<file path="config.mk">
export PLATFORM = sky130hd
export DESIGN_NAME = prompt_screen_ctrl_flat
export DESIGN_NICKNAME = d
export VERILOG_FILES = /design/src/rtl/prompt_screen_ctrl_if.sv /design/src/rtl/prompt_screen_ctrl.sv /design/src/flat_wrapper.sv
export SDC_FILE = /design/constraint.sdc
export NUM_CORES = 1
export LEC_CHECK = 0
export BUFFER_PORTS_ARGS = -buffer_cell sky130_fd_sc_hd__buf_2
export CELL_PAD_IN_SITES_DETAIL_PLACEMENT = 1
export CELL_PAD_IN_SITES_GLOBAL_PLACEMENT = 1
export CORE_MARGIN = 2
export CORE_UTILIZATION = 40
export CTS_BUF_LIST = sky130_fd_sc_hd__clkbuf_4
export CTS_CLUSTER_DIAMETER = 60
export CTS_CLUSTER_SIZE = 8
export DETAILED_ROUTE_END_ITERATION = 16
export GPL_ROUTABILITY_DRIVEN = 0
export HOLD_SLACK_MARGIN = 0.12
export PLACE_DENSITY_LB_ADDON = 0.1
export SLEW_MARGIN = 0
export SYNTH_ARGS = -nofsm -noshare
export SYNTH_HDL_FRONTEND = slang
export SYNTH_SLANG_ARGS = --single-unit
</file>
<file path="constraint.sdc">
create_clock -name vga_clk -period 6.73 [get_ports vga_clk]
set_clock_uncertainty 0.2 [all_clocks]
set_input_delay 1.346 -clock vga_clk [delete_from_list [all_inputs] [get_ports vga_clk]]
set_output_delay 1.346 -clock vga_clk [all_outputs]
set_load 0.02 [all_outputs]
</file>
<file path="src/rtl/prompt_screen_ctrl_if.sv">
// Pixel, frame and key bus between the VGA timing / keyboard side and the prompt
// screen controller, including the glyph bitmap lookup path.
`timescale 1ns/1ps
interface prompt_screen_ctrl_if;
   logic [9:0]  pix_x;
   logic [9:0]  pix_y;
   logic        pix_valid;
   logic        frame_start;
   logic        key_valid;
   logic        game_over;
   logic        letter_pix;
   logic [7:0]  letter_x;
   logic [7:0]  letter_y;
   logic [15:0] pix_data;
   logic        pix_data_valid;
   logic        in_box;
   logic        prompt_active;
   logic        game_start;

   modport master (
      output pix_x, pix_y, pix_valid, frame_start, key_valid, game_over, letter_pix,
      input  letter_x, letter_y, pix_data, pix_data_valid, in_box, prompt_active, game_start
   );

   modport slave (
      input  pix_x, pix_y, pix_valid, frame_start, key_valid, game_over, letter_pix,
      output letter_x, letter_y, pix_data, pix_data_valid, in_box, prompt_active, game_start
   );
endinterface

</file>
<file path="src/rtl/prompt_screen_ctrl.sv">
// "PRESS ANY KEY" start-screen overlay: maps pixels into glyph space, blinks the
// prompt, waits for a key and hands over to the game with a one-cycle game_start.
`timescale 1ns/1ps
module prompt_screen_ctrl #(
   parameter int          TXT_X0       = 248,
   parameter int          TXT_Y0       = 232,
   parameter int          TXT_W        = 208,
   parameter int          TXT_H        = 16,
   parameter int          SCALE_SH     = 0,
   parameter int          ARM_FRAMES   = 60,
   parameter int          BLINK_FRAMES = 30,
   parameter int          ACK_FRAMES   = 20,
   parameter logic [15:0] FG_COLOR     = 16'hFFFF,
   parameter logic [15:0] BG_COLOR     = 16'h0000
) (
   input  logic                 vga_clk,
   input  logic                 sys_rst,
   prompt_screen_ctrl_if.slave  bus
);
   localparam int         FCNT_W = 8;
   localparam logic [9:0] X0     = 10'(TXT_X0);
   localparam logic [9:0] Y0     = 10'(TXT_Y0);
   localparam logic [9:0] BOX_W  = 10'(TXT_W << SCALE_SH);
   localparam logic [9:0] BOX_H  = 10'(TXT_H << SCALE_SH);

   typedef enum logic [1:0] {S_ARM, S_WAIT, S_ACK, S_RUN} state_t;

   state_t              state_q, state_d;
   logic [FCNT_W-1:0]   fcnt_q, fcnt_d;
   logic                visible_q, visible_d;
   logic                gs_q, gs_d;

   logic [9:0]          dx, dy;
   logic                hit_d;
   logic [7:0]          lx_d, ly_d;
   logic [15:0]         pix_d;
   logic                hit_p1_q, vld_p1_q;
   logic [7:0]          lx_p1_q, ly_p1_q;
   logic                in_box_p2_q, vld_p2_q;
   logic [15:0]         pix_p2_q;

   // Stage 1: box hit test and glyph coordinates; wrap-around makes left/above misses
   always_comb begin
      dx    = bus.pix_x - X0;
      dy    = bus.pix_y - Y0;
      hit_d = bus.pix_valid && (dx < BOX_W) && (dy < BOX_H);
      lx_d  = hit_d ? 8'(dx >> SCALE_SH) : 8'd0;
      ly_d  = hit_d ? 8'(dy >> SCALE_SH) : 8'd0;
   end

   always_ff @(posedge vga_clk or posedge sys_rst) begin
      if (sys_rst) begin
         hit_p1_q <= 1'b0;
         vld_p1_q <= 1'b0;
         lx_p1_q  <= 8'd0;
         ly_p1_q  <= 8'd0;
      end else begin
         hit_p1_q <= hit_d;
         vld_p1_q <= bus.pix_valid;
         lx_p1_q  <= lx_d;
         ly_p1_q  <= ly_d;
      end
   end

   // Stage 2: colour the glyph bit returned by the bitmap for the stage-1 coordinates
   always_comb begin
      pix_d = (hit_p1_q && visible_q && bus.letter_pix) ? FG_COLOR : BG_COLOR;
   end

   always_ff @(posedge vga_clk or posedge sys_rst) begin
      if (sys_rst) begin
         in_box_p2_q <= 1'b0;
         vld_p2_q    <= 1'b0;
         pix_p2_q    <= 16'd0;
      end else begin
         in_box_p2_q <= hit_p1_q;
         vld_p2_q    <= vld_p1_q;
         pix_p2_q    <= pix_d;
      end
   end

   always_ff @(posedge vga_clk or posedge sys_rst) begin
      if (sys_rst) begin
         state_q   <= S_ARM;
         fcnt_q    <= '0;
         visible_q <= 1'b1;
         gs_q      <= 1'b0;
      end else begin
         state_q   <= state_d;
         fcnt_q    <= fcnt_d;
         visible_q <= visible_d;
         gs_q      <= gs_d;
      end
   end

   always_comb begin
      state_d   = state_q;
      fcnt_d    = fcnt_q;
      visible_d = visible_q;
      gs_d      = 1'b0;
      case (state_q)
         S_ARM: begin
            visible_d = 1'b1;
            if (bus.frame_start) begin
               if (fcnt_q == FCNT_W'(ARM_FRAMES - 1)) begin
                  state_d = S_WAIT;
                  fcnt_d  = '0;
               end else begin
                  fcnt_d  = fcnt_q + 1'b1;
               end
            end
         end
         S_WAIT: begin
            // A key arriving with frame_start pre-empts the blink toggle
            if (bus.key_valid) begin
               state_d   = S_ACK;
               fcnt_d    = '0;
               visible_d = 1'b1;
            end else if (bus.frame_start) begin
               if (fcnt_q == FCNT_W'(BLINK_FRAMES - 1)) begin
                  fcnt_d    = '0;
                  visible_d = ~visible_q;
               end else begin
                  fcnt_d    = fcnt_q + 1'b1;
               end
            end
         end
         S_ACK: begin
            visible_d = 1'b1;
            if (bus.frame_start) begin
               if (fcnt_q == FCNT_W'(ACK_FRAMES - 1)) begin
                  state_d   = S_RUN;
                  fcnt_d    = '0;
                  visible_d = 1'b0;
                  gs_d      = 1'b1;
               end else begin
                  fcnt_d    = fcnt_q + 1'b1;
               end
            end
         end
         default: begin
            visible_d = 1'b0;
            if (bus.game_over) begin
               state_d   = S_ARM;
               fcnt_d    = '0;
               visible_d = 1'b1;
            end
         end
      endcase
   end

   always_comb begin
      bus.prompt_active  = (state_q != S_RUN);
      bus.game_start     = gs_q;
      bus.letter_x       = lx_p1_q;
      bus.letter_y       = ly_p1_q;
      bus.in_box         = in_box_p2_q;
      bus.pix_data       = pix_p2_q;
      bus.pix_data_valid = vld_p2_q;
   end
endmodule
</file>
<file path="src/flat_wrapper.sv">
// flat-port wrapper written by rule: the top's interface ports become plain ports
module prompt_screen_ctrl_flat 
#(
   parameter int          TXT_X0       = 248,
   parameter int          TXT_Y0       = 232,
   parameter int          TXT_W        = 208,
   parameter int          TXT_H        = 16,
   parameter int          SCALE_SH     = 0,
   parameter int          ARM_FRAMES   = 60,
   parameter int          BLINK_FRAMES = 30,
   parameter int          ACK_FRAMES   = 20,
   parameter logic [15:0] FG_COLOR     = 16'hFFFF,
   parameter logic [15:0] BG_COLOR     = 16'h0000
)
  (vga_clk, sys_rst, bus_pix_x, bus_pix_y, bus_pix_valid, bus_frame_start, bus_key_valid, bus_game_over, bus_letter_pix, bus_letter_x, bus_letter_y, bus_pix_data, bus_pix_data_valid, bus_in_box, bus_prompt_active, bus_game_start);
  prompt_screen_ctrl_if bus_i ();
  input  logic vga_clk;
  input  logic sys_rst;
  input wire logic [$bits(bus_i.pix_x)-1:0] bus_pix_x;
  input wire logic [$bits(bus_i.pix_y)-1:0] bus_pix_y;
  input wire logic [$bits(bus_i.pix_valid)-1:0] bus_pix_valid;
  input wire logic [$bits(bus_i.frame_start)-1:0] bus_frame_start;
  input wire logic [$bits(bus_i.key_valid)-1:0] bus_key_valid;
  input wire logic [$bits(bus_i.game_over)-1:0] bus_game_over;
  input wire logic [$bits(bus_i.letter_pix)-1:0] bus_letter_pix;
  output wire logic [$bits(bus_i.letter_x)-1:0] bus_letter_x;
  output wire logic [$bits(bus_i.letter_y)-1:0] bus_letter_y;
  output wire logic [$bits(bus_i.pix_data)-1:0] bus_pix_data;
  output wire logic [$bits(bus_i.pix_data_valid)-1:0] bus_pix_data_valid;
  output wire logic [$bits(bus_i.in_box)-1:0] bus_in_box;
  output wire logic [$bits(bus_i.prompt_active)-1:0] bus_prompt_active;
  output wire logic [$bits(bus_i.game_start)-1:0] bus_game_start;
  assign bus_i.pix_x = bus_pix_x;
  assign bus_i.pix_y = bus_pix_y;
  assign bus_i.pix_valid = bus_pix_valid;
  assign bus_i.frame_start = bus_frame_start;
  assign bus_i.key_valid = bus_key_valid;
  assign bus_i.game_over = bus_game_over;
  assign bus_i.letter_pix = bus_letter_pix;
  assign bus_letter_x = bus_i.letter_x;
  assign bus_letter_y = bus_i.letter_y;
  assign bus_pix_data = bus_i.pix_data;
  assign bus_pix_data_valid = bus_i.pix_data_valid;
  assign bus_in_box = bus_i.in_box;
  assign bus_prompt_active = bus_i.prompt_active;
  assign bus_game_start = bus_i.game_start;
  prompt_screen_ctrl #(.TXT_X0(TXT_X0), .TXT_Y0(TXT_Y0), .TXT_W(TXT_W), .TXT_H(TXT_H), .SCALE_SH(SCALE_SH), .ARM_FRAMES(ARM_FRAMES), .BLINK_FRAMES(BLINK_FRAMES), .ACK_FRAMES(ACK_FRAMES), .FG_COLOR(FG_COLOR), .BG_COLOR(BG_COLOR)) u_core (.vga_clk(vga_clk), .sys_rst(sys_rst), .bus(bus_i));
endmodule
</file>
==> results.py <==
metrics = {
    "run_status": {
        "outcome": "completed",
    },
    "setup_path": {
        "critPathKind": "primary input to register",
        "cp_top_family": "compound AO/OA/AOI/OAI gates",
        "max_stage_delay_ns": 0.94,
        "crit_chain": "buf_2, inv_1, ha_1, xnor2_1, nor4_1, o311ai_0, a311oi_1, and2_1",
        "required_ns": 6.79,
        "worstPathBufferInverterCount": 2,
        "cp.arrival_ns": 3.60,
        "startpoint_type": "primary input",
        "cp-end-kind": "register",
        "cp_max_fo": 13,
        "cp_slowest_cell": "a311oi_1",
    },
    "floorplan": {
        "die_h_um": 70.6,
        "fp.dieArea_sq_um": 4990,
        "core.rowCount": 24,
        "io_pins": 63,
        "start_util_pct": 41.1,
        "fp.dieW_um": 70.6,
        "core_area_sq_um": 4320,
    },
    "synth": {
        "yosys_most_used_dff": "dfrtp_1",
        "async_flop_share_pct": 100,
        "ys_types": 44,
        "ys_seq_elements": 33,
        "yosys-top-cells-area": "dfrtp_1 45%, buf_4 6.3%, ha_1 6.3%, and2_1 3.9%, inv_1 2.7%",
        "synth_top_area_cell": "dfrtp_1",
        "synth_warnings": 0,
        "synth_area_sq_um": 1780,
        "synth_top_area_share_pct": 45.1,
        "synthCells": 172,
        "ys_seq_area_share_pct": 46.5,
        "synth_edf_count": 0,
        "syn_avg_cell_area_sq_um": 10.3,
    },
    "global_route": {
        "first_global_vias": 1507,
        "grt_antenna_before_repair": 0,
        "grt_overflow": 0,
        "grt_util_all_layers_pct": 16.9,
        "grt_max_degree": 34,
        "grt_pass1_wl_mm": 6.74,
    },
    "finish": {
        "layout-drive-gt1-share_pct": 36.2,
        "post-route-util_pct": 48.7,
        "fin_area_sq_um": 2100,
        "n_fill_cell": 518,
        "layout_common_cells": "62 x buf_2, 32 x dfrtp_1, 13 x inv_1",
        "final_common_cell": "buf_2",
        "fin_nets": 264,
        "syn_to_final_growth_pct": 18.5,
        "n_antenna_cell": 0,
    },
    "timing": {
        "setup_viol": 0,
        "layout_min_cycle_time_ns": 3.54,
        "relSlewSlack_pct": 24.6,
        "hold_violations": 0,
        "fin_crit_sh_pct": 52.6,
        "tightest_slew_ns": 1.12,
        "timing.setup.tns_ns": 0,
        "drv_slew": 0,
        "rsz0062_at_grt": "false",
        "fmax_ghz": 0.283,
    },
    "job": {
        "max-cap-violations": 0,
    },
    "min_path": {
        "hold_path.class": "register to register",
    },
    "clock_tree": {
        "cts_buffers": 5,
        "post_cts.repair.setup_buffers": 0,
        "clkLatencyLatePin_ns": 0.32,
        "hold_buffers": 0,
        "cts_buffer_depth": 2,
        "h-tree-depth": 2,
        "numClockSinks": 33,
        "cts-root-buf": "clkbuf_4",
        "tritoncts": "yes",
        "path_clk_slew_ns": 0.11,
        "ctsResizeCount": 0,
    },
    "drt": {
        "drtAntennaViolNets": 0,
        "drt_iter0_markers": 45,
        "wirelength_mm": 4.03,
        "drc_errors": 0,
        "via_count": 1451,
        "vias_per_cell": 5.16,
        "post_drt_wl_per_cell_um": 14.3,
        "firstDrtPassIters": 4,
    },
    "pwr": {
        "p_per_area_nw_per_um2": 267,
        "total_power_w": 0.000562,
        "vdd_drop_max_uv": 126,
        "leakagePower_nw": 1.14,
    },
    "placed_design": {
        "io_buffers": 62,
        "detailed_place_hpwl_mm": 3.17,
        "place_area_sq_um": 2050,
    },
}
==> kinds of logic after synthesis <==
group,after synthesis,synth area share [%]
flip-flops,33,46.5
adder cells (fa/ha/maj),9,6.34
multiplexers,4,2.46
other,1,0.211
buffers and inverters,30,9.58
AO/OA/AOI/OAI,29,12.1
AND/OR/NAND/NOR,61,20.3
XOR/XNOR,5,2.46
==> Yosys cell counts, drive strengths merged, types with 4 or more instances <==
library cell   n
nand3          7
a22o           5
and3           4
ha             9
nor2b          5
nor2           7
dfrtp         32
o21ai          8
inv           13
xnor2          4
nand2b         5
and2          11
nand2          7
buf           15
==> power by group <==
group	leakage, nW	switching, W	internal [W]	total (W)
combinational	0.668	0.000128	0.0000892	0.000218
sequential	0.437	0.0000170	0.000219	0.000236
clock	0.0354	0.0000645	0.0000438	0.000108
==> state kept, by name, indices dropped and copies added (netlist names) <==
register / count
u_core.bus.game_start: 1
u_core.bus.in_box: 1
u_core.bus.letter_x: 8
u_core.bus.letter_y: 8
u_core.bus.pix_data: 1
u_core.bus.pix_data_valid: 1
u_core.fcnt_q: 8
u_core.hit_p1_q: 1
u_core.state_q: 2
u_core.visible_q: 1
u_core.vld_p1_q: 1
==> final timing paths <==
check                           depth (start not counted)  slack, ns                         to        startpoint
worst max-delay path                                    8       3.19     u_core.bus.letter_x[1]      bus_pix_y[3]
worst min-delay path                                    0       0.15  u_core.bus.pix_data_valid   u_core.vld_p1_q
worst max register to register                          5       4.37           u_core.fcnt_q[0]  u_core.fcnt_q[5]
worst min register to register                          0       0.15  u_core.bus.pix_data_valid   u_core.vld_p1_q
max in group asynchronous                               3       5.11           u_core.visible_q           sys_rst
min in group asynchronous                               3       0.89           u_core.fcnt_q[7]           sys_rst
==> final cells by class <==
type | count | area [sq um] | area share [%]
flip-flops and latches | 33 | 827 | 39.3
multi-input cells | 112 | 791 | 37.6
repair buffers | 63 | 318 | 15.1
well taps | 52 | 65.1 | 3.09
inverters | 13 | 48.8 | 2.32
clock buffers | 6 | 45.0 | 2.14
clock inverters | 2 | 10.0 | 0.476
==> metal layers <==
layer,up-vias,share of wire (%),GRT usage [%]
met2,42,52,30.9
li1,686,-,-
met4,0,0.52,4.40
met3,2,6.8,5.56
met1,721,41,18.9
met5,-,0,0
==> stage by stage <==
stage / instances / worst slack, ns / hold WS [ns]
after floorplan: 175 / 3.66 / 0.131
after CTS: 281 / 3.18 / 0.167
after global placement: 273 / 3.06 / 0.135
after global routing: 281 / 2.87 / 0.182
final: 281 / 3.19 / 0.151
after detailed placement: 273 / 2.85 / 0.150
(Power assumes the default switching activity.)
